`config.mk`:
```
export PLATFORM = sky130hd
export DESIGN_NAME = sync_fifo_param
export DESIGN_NICKNAME = d
export VERILOG_FILES = /design/src/rtl/fifo_pkg.sv /design/src/rtl/fifo_chk.sv /design/src/rtl/fifo_mem.sv /design/src/rtl/sync_fifo_param.sv
export SDC_FILE = /design/constraint.sdc
export NUM_CORES = 1
export LEC_CHECK = 0
export ABC_AREA = 0
export CORE_ASPECT_RATIO = 1.5
export CORE_MARGIN = 1
export CORE_UTILIZATION = 57
export CTS_CLUSTER_DIAMETER = 50
export DETAILED_ROUTE_END_ITERATION = 8
export DONT_BUFFER_PORTS = 1
export PLACE_DENSITY = 0.75
export RECOVER_POWER = 25
export SLEW_MARGIN = 20
export SYNTH_ARGS = -nofsm -noshare
export SYNTH_HDL_FRONTEND = slang
export SYNTH_SLANG_ARGS = --single-unit
```
`constraint.sdc`:
```
create_clock -name clk -period 2.9 [get_ports clk]
set_clock_uncertainty 0.2 [all_clocks]
set_input_delay 0.58 -clock clk [delete_from_list [all_inputs] [get_ports clk]]
set_output_delay 0.58 -clock clk [all_outputs]
set_load 0.005 [all_outputs]
```
`src/rtl/fifo_pkg.sv`:
```
// Shared width helpers and default constants for the parametrised synchronous FIFO.
package fifo_pkg;

    localparam int FIFO_DEF_WIDTH = 8;
    localparam int FIFO_DEF_DEPTH = 16;
    localparam int FIFO_DEF_AF    = 2;
    localparam int FIFO_DEF_AE    = 2;

    // Pointer width; a depth of 1 still needs one address bit to keep vectors legal.
    function automatic int fifo_addr_w(input int depth);
        return (depth > 1) ? $clog2(depth) : 1;
    endfunction

    // Occupancy must represent 0..DEPTH inclusive.
    function automatic int fifo_cnt_w(input int depth);
        return $clog2(depth + 1);
    endfunction

    // Even parity over a word, available to wrappers that protect the data path.
    function automatic logic fifo_parity(input logic [63:0] word);
        return ^word;
    endfunction

endpackage

```
`src/rtl/fifo_chk.sv`:
```
// Structural invariants of the FIFO occupancy state, kept apart from the datapath.
module fifo_chk #(
    parameter int DEPTH = 16,
    parameter int CW    = 5
) (
    input logic          clk,
    input logic          rst_n,
    input logic [CW-1:0] count,
    input logic          full,
    input logic          empty
);

    // Occupancy never exceeds the storage size.
    a_count_range: assert property (@(posedge clk) disable iff (!rst_n)
        count <= CW'(DEPTH));

    // Full and empty are mutually exclusive for any legal depth.
    a_full_empty: assert property (@(posedge clk) disable iff (!rst_n)
        !(full && empty));

endmodule

```
`src/rtl/fifo_mem.sv`:
```
// Simple dual-port storage: one synchronous write port, one asynchronous read port.
module fifo_mem
    import fifo_pkg::*;
#(
    parameter int WIDTH = FIFO_DEF_WIDTH,
    parameter int DEPTH = FIFO_DEF_DEPTH,
    parameter int AW    = fifo_addr_w(FIFO_DEF_DEPTH)
) (
    input  logic             clk,
    input  logic             we,
    input  logic [AW-1:0]    waddr,
    input  logic [WIDTH-1:0] wdata,
    input  logic [AW-1:0]    raddr,
    output logic [WIDTH-1:0] rdata
);

    logic [WIDTH-1:0] mem_r [DEPTH];

    // Storage is intentionally not reset; stale words are never exposed past the count.
    always_ff @(posedge clk) begin
        if (we) begin
            mem_r[waddr] <= wdata;
        end
    end

    assign rdata = mem_r[raddr];

endmodule

```
`src/rtl/sync_fifo_param.sv`:
```
// Parametrised single-clock FIFO with occupancy flags and overflow/underflow pulses.
// Define SYNC_FIFO_FWFT_EN for first-word-fall-through output; default is registered dout.
module sync_fifo_param
    import fifo_pkg::*;
#(
    parameter int WIDTH     = FIFO_DEF_WIDTH,
    parameter int DEPTH     = FIFO_DEF_DEPTH,
    parameter int AF_MARGIN = FIFO_DEF_AF,
    parameter int AE_MARGIN = FIFO_DEF_AE
) (
    input  logic                       clk,
    input  logic                       rst_n,
    input  logic                       wr,
    input  logic [WIDTH-1:0]           din,
    input  logic                       rd,
    output logic [WIDTH-1:0]           dout,
    output logic                       full,
    output logic                       empty,
    output logic                       almost_full,
    output logic                       almost_empty,
    output logic [$clog2(DEPTH+1)-1:0] count,
    output logic                       overflow,
    output logic                       underflow
);

    localparam int AW = fifo_addr_w(DEPTH);
    localparam int CW = fifo_cnt_w(DEPTH);

    localparam logic [AW-1:0] PTR_ONE  = AW'(1);
    localparam logic [AW-1:0] PTR_ZERO = AW'(0);
    localparam logic [CW-1:0] CNT_ONE  = CW'(1);
    localparam logic [CW-1:0] CNT_ZERO = CW'(0);
    localparam logic [CW-1:0] CNT_FULL = CW'(DEPTH);
    localparam logic [CW-1:0] AF_LVL   = CW'(DEPTH - AF_MARGIN);
    localparam logic [CW-1:0] AE_LVL   = CW'(AE_MARGIN);

    logic [AW-1:0]    wptr_r;
    logic [AW-1:0]    rptr_r;
    logic [CW-1:0]    count_r;
    logic             overflow_r;
    logic             underflow_r;

    logic             full_s;
    logic             empty_s;
    logic             almost_full_s;
    logic             almost_empty_s;
    logic             rd_acc_s;
    logic             wr_acc_s;
    logic [CW-1:0]    count_nxt_s;
    logic [WIDTH-1:0] rdata_s;

    // Status flags decode directly from the occupancy register.
    always_comb begin
        full_s         = (count_r == CNT_FULL);
        empty_s        = (count_r == CNT_ZERO);
        almost_full_s  = (count_r >= AF_LVL);
        almost_empty_s = (count_r <= AE_LVL);
    end

    // A write into a full FIFO is only legal when a read frees a slot in the same cycle.
    always_comb begin
        rd_acc_s = rd & ~empty_s;
        wr_acc_s = wr & (~full_s | rd_acc_s);
    end

    // Next occupancy; simultaneous accept of both ops leaves it unchanged.
    always_comb begin
        count_nxt_s = count_r;
        case ({wr_acc_s, rd_acc_s})
            2'b10:   count_nxt_s = count_r + CNT_ONE;
            2'b01:   count_nxt_s = count_r - CNT_ONE;
            default: count_nxt_s = count_r;
        endcase
    end

    // Pointer, occupancy and error-pulse state.
    always_ff @(posedge clk) begin
        if (!rst_n) begin
            wptr_r      <= PTR_ZERO;
            rptr_r      <= PTR_ZERO;
            count_r     <= CNT_ZERO;
            overflow_r  <= 1'b0;
            underflow_r <= 1'b0;
        end else begin
            if (wr_acc_s) begin
                wptr_r <= wptr_r + PTR_ONE;
            end else begin
                wptr_r <= wptr_r;
            end
            if (rd_acc_s) begin
                rptr_r <= rptr_r + PTR_ONE;
            end else begin
                rptr_r <= rptr_r;
            end
            count_r     <= count_nxt_s;
            overflow_r  <= wr & ~wr_acc_s;
            underflow_r <= rd & ~rd_acc_s;
        end
    end

    // Read port sees the pre-edge contents, so a full-FIFO read+write returns the oldest word.
    fifo_mem #(
        .WIDTH (WIDTH),
        .DEPTH (DEPTH),
        .AW    (AW)
    ) u_mem (
        .clk   (clk),
        .we    (wr_acc_s),
        .waddr (wptr_r),
        .wdata (din),
        .raddr (rptr_r),
        .rdata (rdata_s)
    );

`ifdef SYNC_FIFO_FWFT_EN
    assign dout = rdata_s;
`else
    logic [WIDTH-1:0] dout_r;

    // Registered read data: updates only on an accepted read, holds otherwise.
    always_ff @(posedge clk) begin
        if (!rst_n) begin
            dout_r <= {WIDTH{1'b0}};
        end else if (rd_acc_s) begin
            dout_r <= rdata_s;
        end else begin
            dout_r <= dout_r;
        end
    end

    assign dout = dout_r;
`endif

    assign full         = full_s;
    assign empty        = empty_s;
    assign almost_full  = almost_full_s;
    assign almost_empty = almost_empty_s;
    assign count        = count_r;
    assign overflow     = overflow_r;
    assign underflow    = underflow_r;

    fifo_chk #(
        .DEPTH (DEPTH),
        .CW    (CW)
    ) u_chk (
        .clk   (clk),
        .rst_n (rst_n),
        .count (count_r),
        .full  (full_s),
        .empty (empty_s)
    );

endmodule

```
======== Word-level counts from Yosys, hierarchy flattened ========
Memory sizes are Yosys's and may differ from the RTL's. A register that Yosys moved wholly into a read port is not among the register bits.
Index checks and enable logic that the tools add are counted.
storage, ports and cells
  memories kept ........................... 1
  bits in registers ....................... 15
  RAM bits ................................ 128
  bits of input ports ..................... 12
cells by class
  add/subtract/negate cells ............... 4
  reductions and logical operators ........ 3
  equality and inequality tests ........... 3
  magnitude comparators ................... 2
  multiplexer cells ....................... 3
  bitwise operators ....................... 9
memory list
  memory       words  width  rd ports  clocked after Yosys merged registers in  wr ports  line            source
  u_mem.mem_r  16     8      1         1                                        1         fifo_mem.sv:17  logic [WIDTH-1:0] mem_r [DEPTH];
operators with widths
  kind                                                                                 count
  5-bit one-hot mux with 2 select lines                                                1
  4-bit by 1-bit adder with 4-bit output, second input constant                        2
  5-bit by 1-bit adder with 5-bit output, second input constant                        1
  5-bit equality test, second input constant                                           1
  5-bit by 4-bit greater-or-equal comparator with 1-bit output, second input constant  1
  5-bit by 2-bit <= comparator with 1-bit output, second input constant                1
  5-bit logical NOT                                                                    1
  5-bit by 1-bit subtractor with 5-bit output, second input constant                   1
  1-bit AND                                                                            4
  1-bit NOT                                                                            4
  2-bit by 1-bit equality test with 1-bit output, second input constant                1
  2-bit equality test, second input constant                                           1
  1-bit two-way mux                                                                    2
  2-bit nonzero test                                                                   1
  1-bit logical NOT                                                                    1
  1-bit OR                                                                             1

======== Logic depth before layout (Yosys ltp) ========
Gate-level depths: netlist (run 1).
  word-level depth ........................ 7
  gate-level depth with buffers ........... 10
  mapped depth without buffers ............ 8

======== Cells and area by module ========
A second synthesis (run 1) with hierarchy kept.
unflattened totals
  cells, all modules ...................... 334
  area total of the unflattened synthesis .. 6110.9 µm²
modules (own cells, without submodules)
  module           cells each  sequential area each (µm²)  area an instance (µm²)  times used
  fifo_mem         221         3843.7                      4987.3                  1
  sync_fifo_param  113         460.4                       1123.6                  1

======== Worst setup path after synthesis (run 1) ========
Ideal clock, no wire load.
  path type ............................... register to register
  start point ............................. register count_r[0] (netlist: count[0])
  end point ............................... register count_r[4] (netlist: count[4])
  cell stages (with the launch flop) ...... 11
  path buffers ............................ 2
  arrival time ............................ 2.602 ns
  required time ........................... 2.580 ns
  period minus slack after synthesis ...... 2.922 ns
  setup slack ............................. -0.022 ns
  cells stage by stage .................... dfxtp_1 -> or4_1 -> buf_6 -> o21ai_2 -> buf_4 -> nor2_1 -> fa_1 -> a21o_1 -> a21o_1 -> and3_1 -> o31a_1
on the way
  cells in the longest elaborated chain, start to end .. 7
RTL lines
  element                                                                                line                   source
  from (decl)                                                                            sync_fifo_param.sv:39  logic [CW-1:0] count_r;
  from (signal assigned)                                                                 sync_fifo_param.sv:95  count_r <= count_nxt_s;
  5-bit logical NOT                                                                      sync_fifo_param.sv:55  empty_s = (count_r == CNT_ZERO);
  1-bit NOT                                                                              sync_fifo_param.sv:62  rd_acc_s = rd & ~empty_s;
  1-bit AND                                                                              sync_fifo_param.sv:62
  1-bit OR                                                                               sync_fifo_param.sv:63  wr_acc_s = wr & (~full_s | rd_acc_s);
  1-bit AND                                                                              sync_fifo_param.sv:63
  2-bit by 1-bit equality test with 1-bit output or 2-bit equality test (tied branches)  sync_fifo_param.sv:69  case ({wr_acc_s, rd_acc_s})
  5-bit one-hot mux with 2 select lines or 2-bit nonzero test (tied branches)            n/a
Parallel ways exist; a longest one is shown, timed or not.
A chain may end at the register's enable or synchronous reset.

======== Worst setup path after layout (run 1) ========
Ends and elaborated chain as after synthesis.

==> metrics.yaml, run 1 <==
drt_first_pass_iters: 4
grt_first_pass_wirelength_mm: 18.3
syn2layout_area_growth_pct: 13.2
cts_tree: "built"
slew_headroom_pct: 45.4
ir_drop_mv: 0.400
synth.distinct_cells: 44
syn_area_um2: 6110
multiInputGateArea_um2: 1710
max_freq_ghz: 0.364
num_vias: 3260
num_rows: 45
grt_max_degree: 37
htreeDepth: 4
antenna_found_initial: 0
synth_top_area_share_pct: 62.9
wl_mm: 12.2
clkPwrFrac_pct: 38.4
final_cell_count_no_fill: 540
drc_errors: 0
max_stage_delay_ps: 560
ff_latch_area_um2: 4310
n_antenna_cell: 0
routabilityCongestion: 0.819
die_y_um: 129
p_switching_w: 0.00143
final_common_cell: "edfxtp_1"
final_cell_mix: "edfxtp_1, mux2i_1, dfxtp_1, nor2_1"
crit_buf_inv: 0
die_area_um2: 11100
grt_util_all_layers_pct: 24.0
cts_buffer_depth: 2
viasPerCell: 6.04
maxCapViolCount: 0
grt_pass1_vias: 3305
yosysSeqAreaShare_pct: 70.4
p_seq_share_pct: 45.4
intPower_w: 0.00431
synth_largest_area_cell: "edfxtp_1"
yosysWarnings: 0
end_kind: "flop"
core_um2: 10200
critPathSlowestCell: "or4_4"
status: "complete, no violations"
clk_pin_slew_ps: 60
route.detailed.wl_per_inst_um: 22.5
io_buffers: 0
cts_hold_buf: 0
finalSetupViolations: 0
ant_nets: 0
start_kind: "flop"
cp_data_required_time_ps: 2990
switching_share_pct: 24.9
p_per_area_nw_per_um2: 830
synth-async-reset-ratio_pct: 0
p_total_w: 0.00574
io_pins: 31
cts.sinks: 151
ys_top_cells_by_area: "edfxtp_1, dfxtp_1, mux2i_1, mux4_2, ha_1"
cp_max_fo: 8
fill_cells: 697
syn_area_per_cell_um2: 16.3
p_comb_share_pct: 16.2
crit_type: "flop to flop"
cts_resized: 0
finalCritPeriodShare_pct: 94.6
synth_fp_nets: 396
netlist_instances: 375
crit_top_cell: "a21o_1"
fp.dieW_um: 86.5
p_leak_nw: 2.26
cts_root_buffer: "clkbuf_16"
finalSetupTns_ps: 0
start_util_pct: 59.6
rsz0062_at_grt: "no"
hp-class: "input port to flop"
synth-edff-count: 128
fin_crit_ps: 2740
drive_gt1_share_pct: 16.8
clkLatencyLatePin_ps: 420
placed_cells: 508
grt-ovfl-total: 0
drv_slew: 0
post-cts-setup-buffers: 0
drt_iter0_drc: 151
fin_nets: 407
ys_ff_latch: 151
worst_slew_pin_slew_ps: 815
finalHoldViolCount: 0
numCtsBuffers: 17
critical_path.top_delay_family: "compound AO/OA/AOI/OAI gates"
worst_ep_arrival_time_ps: 2840
cp_cell_sequence: "or4_4, o21ai_2, nor2_1, fa_1, a21o_1, a21o_1, mux2i_1, o31a_1"
dpl.hpwl_mm: 8.00
synth_flop_cell: "edfxtp_1"
Yosys cell counts (2+ instances only):
| cell | count |
|---|---|
| and3_1 | 3 |
| mux4_2 | 16 |
| nor3_1 | 12 |
| or3_1 | 3 |
| dfxtp_1 | 23 |
| edfxtp_1 | 128 |
| buf_1 | 5 |
| a22oi_1 | 8 |
| o21ai_0 | 9 |
| xor2_1 | 3 |
| nor4_1 | 2 |
| nand4_1 | 2 |
| a21oi_1 | 10 |
| inv_1 | 4 |
| buf_2 | 6 |
| a211oi_1 | 2 |
| mux2i_1 | 40 |
| o22ai_1 | 16 |
| nor2b_1 | 3 |
| nor2_1 | 19 |
| nand2b_1 | 5 |
| xnor2_1 | 2 |
| a21o_1 | 3 |
| nand2_1 | 17 |
| ha_1 | 8 |
| clkbuf_1 | 6 |
| nand3_1 | 3 |
stage by stage:
stage	cell area, um2	util [%]	worst slack (ps)	hold slack (ps)
finish	6920	67.5	156	35.0
detailed placement	6310	61.5	127	342
floorplan	6110	-	2.54	294
CTS	6910	67.4	118	19.1
global route	6920	67.5	51.6	21.2
global placement	6310	61.5	199	314
per-layer routing:
metal	GRT usage (%)	vias up	share of wire (%)
met5	0	-	0
met4	13.6	0	2.9
met3	6.74	18	7.1
met2	40.1	129	53
met1	27.8	1619	37
li1	-	1494	-
power groups by stage:
stage | clock network, W | registers (W) | logic, W
global placement | 0 | 0.00264 | 0.000894
finish | 0.00220 | 0.00261 | 0.000931
global route | 0.00231 | 0.00262 | 0.00101
CTS | 0.00223 | 0.00261 | 0.000931
floorplan | 0 | 0.00263 | 0.000704
detailed placement | 0 | 0.00265 | 0.000925
worst paths after layout:
kind / startpoint / to / slack (ps) / cells past startpoint
setup / recovery: count[0]$_SDFFE_PN0P_ / count[4]$_SDFFE_PN0P_ / 160 / 8
hold / removal: rd / overflow$_SDFF_PN0_ / 30 / 1
setup reg to reg: count[0]$_SDFFE_PN0P_ / count[4]$_SDFFE_PN0P_ / 160 / 8
hold reg to reg: count[0]$_SDFFE_PN0P_ / count[0]$_SDFFE_PN0P_ / 350 / 2
state kept, by name (all words and copies together), names as in the netlist:
name / count
count: 5
dout: 8
overflow: 1
rptr_r: 4
u_mem.mem_r: 128
underflow: 1
wptr_r: 4
final cells by class:
type	instances	share of cell area [%]
Clock buffer	24	6.96
Multi-Input combinational cell	200	24.7
Timing Repair Buffer	11	1.56
Sequential cell	151	62.3
Clock inverter	8	1.75
Tap cell	141	2.55
Inverter	5	0.271
cell families after synthesis:
group,count (synthesis),share of synthesized area (%)
DFF,151,70.4
and+or+nand+nor,73,6.00
AOI/OAI and AO/OA,57,6.64
muxes,56,12.5
buffers and inverters,24,1.78
adders and majority gates,9,1.97
xor gates and xnor gates,5,0.717
Note: power is estimated with default switching activity, not from simulation.
==> run 2, diff against run 1 <==
--- a/config.mk
+++ b/config.mk
@@ -6,13 +6,13 @@
 export NUM_CORES = 1
 export LEC_CHECK = 0
 export ABC_AREA = 0
-export CORE_ASPECT_RATIO = 1.5
+export CORE_ASPECT_RATIO = 0.6
 export CORE_MARGIN = 1
 export CORE_UTILIZATION = 57
 export CTS_CLUSTER_DIAMETER = 50
 export DETAILED_ROUTE_END_ITERATION = 8
 export DONT_BUFFER_PORTS = 1
-export PLACE_DENSITY = 0.75
+export PLACE_DENSITY_LB_ADDON = 0.3
 export RECOVER_POWER = 25
 export SLEW_MARGIN = 20
 export SYNTH_ARGS = -nofsm -noshare
==> metrics.yaml, run 2 (synthesized netlist as in run 1, its figures left out) <==
status: "complete, no violations"
core_um2: 10100
drt_iter0_drc: 311
viasPerCell: 6.25
p_leak_nw: 2.25
io_buffers: 0
end_kind: "flop"
grt-ovfl-total: 0
worst_slew_pin_slew_ps: 951
rsz0062_at_grt: "no"
drive_gt1_share_pct: 17.9
worst_ep_arrival_time_ps: 2840
critical_path.top_delay_family: "simple AND/OR/NAND/NOR gates"
finalCritPeriodShare_pct: 94.5
largest_reg_flops: 128
grt_util_all_layers_pct: 24.7
wl_mm: 12.3
final_cell_mix: "edfxtp_1, mux2i_1, dfxtp_1, nor2_1"
grt_first_pass_wirelength_mm: 19.1
fin_crit_ps: 2740
syn2layout_area_growth_pct: 13.0
slew_headroom_pct: 36.4
max_freq_ghz: 0.365
max_stage_delay_ps: 580
crit_buf_inv: 0
dp_slack_ps: 201
n_antenna_cell: 0
numCtsBuffers: 17
critPathSlowestCell: "or4_1"
num_rows: 28
fp.dieW_um: 136
dpl.hpwl_mm: 8.15
cts_buffer_depth: 2
post-cts-setup-buffers: 0
cts_hold_buf: 0
drt_first_pass_iters: 5
p_per_area_nw_per_um2: 833
die_area_um2: 11200
ant_nets: 0
start_util_pct: 60.3
regMostFlops: "u_mem.mem_r"
drv_slew: 0
cp_max_fo: 4
route.detailed.wl_per_inst_um: 23.0
routabilityCongestion: 0.813
ir_drop_mv: 0.544
die_y_um: 82.2
final_common_cell: "edfxtp_1"
grt_max_degree: 28
cts_root_buffer: "clkbuf_16"
cp_data_required_time_ps: 3000
p_total_w: 0.00575
clkLatencyLatePin_ps: 420
finalSetupViolations: 0
num_vias: 3357
grt_pass1_vias: 3254
fin_nets: 410
antenna_found_initial: 0
cts_tree: "built"
cp_cell_sequence: "or4_1, o21ai_2, nor2_1, fa_1, a21o_1, a21o_1, and3_1, o31a_1"
hp-class: "input port to flop"
start_kind: "flop"
finalHoldViolCount: 0
cts.sinks: 151
cts_resized: 0
finalSetupTns_ps: 0
htreeDepth: 4
drc_errors: 0
clk_pin_slew_ps: 70
maxCapViolCount: 0
crit_type: "flop to flop"
crit_top_cell: "a21o_1"
io_pins: 31
setup_slack_ps: 158
==> run 2: cell type report <==
cell class	instances	area, um2
clock inverter	15	168
sequential	151	4310
fill	662	3220
clock buffer	17	425
tap	135	169
timing repair buffer	14	118
multi-input combinational	200	1700
inverter	5	18.8
==> run 2: through the flow <==
step                      cell area, um2  std cells  utilization [%]  hold WS, ps
after floorplan                     6110        375                -          294
after global placement              6310        505             62.3          340
after detailed placement            6310        505             62.3          357
after CTS                           6900        537             68.2         36.8
after global routing                6900        537             68.2         30.8
final                               6900        537             68.2         50.3
==> run 2: worst register-to-register path: cells and delay by family (launching register included) <==
family	cells	cell delay (ps)
flops	1	320
compound gates	4	830
fa+ha+maj	1	410
simple gates	3	880
==> run 2: power breakdown <==
group	switching [W]	total (W)	internal (W)
clock network	0.000904	0.00219	0.00128
logic	0.000573	0.000968	0.000394
registers	0.000103	0.00259	0.00249
==> run 2: metal layers <==
metal	wire (um)	vias up	part of all wire [%]	global-route usage (%)
met1	5690	1668	46	37.1
li1	-	1502	-	-
met4	146	0	1.2	6.40
met5	0	-	0	0
met3	1170	18	9.5	7.33
met2	5340	169	43	35.2
==> run 2: final timing paths <==
check	startpoint	to	slack (ps)	cells past startpoint
min	din[4]	u_mem.mem_r[8][4]$_DFFE_PP_	50	0
max reg2reg	count[0]$_SDFFE_PN0P_	count[4]$_SDFFE_PN0P_	160	8
min reg2reg	rptr_r[1]$_SDFFE_PN0P_	rptr_r[1]$_SDFFE_PN0P_	370	2
max	count[0]$_SDFFE_PN0P_	count[4]$_SDFFE_PN0P_	160	8
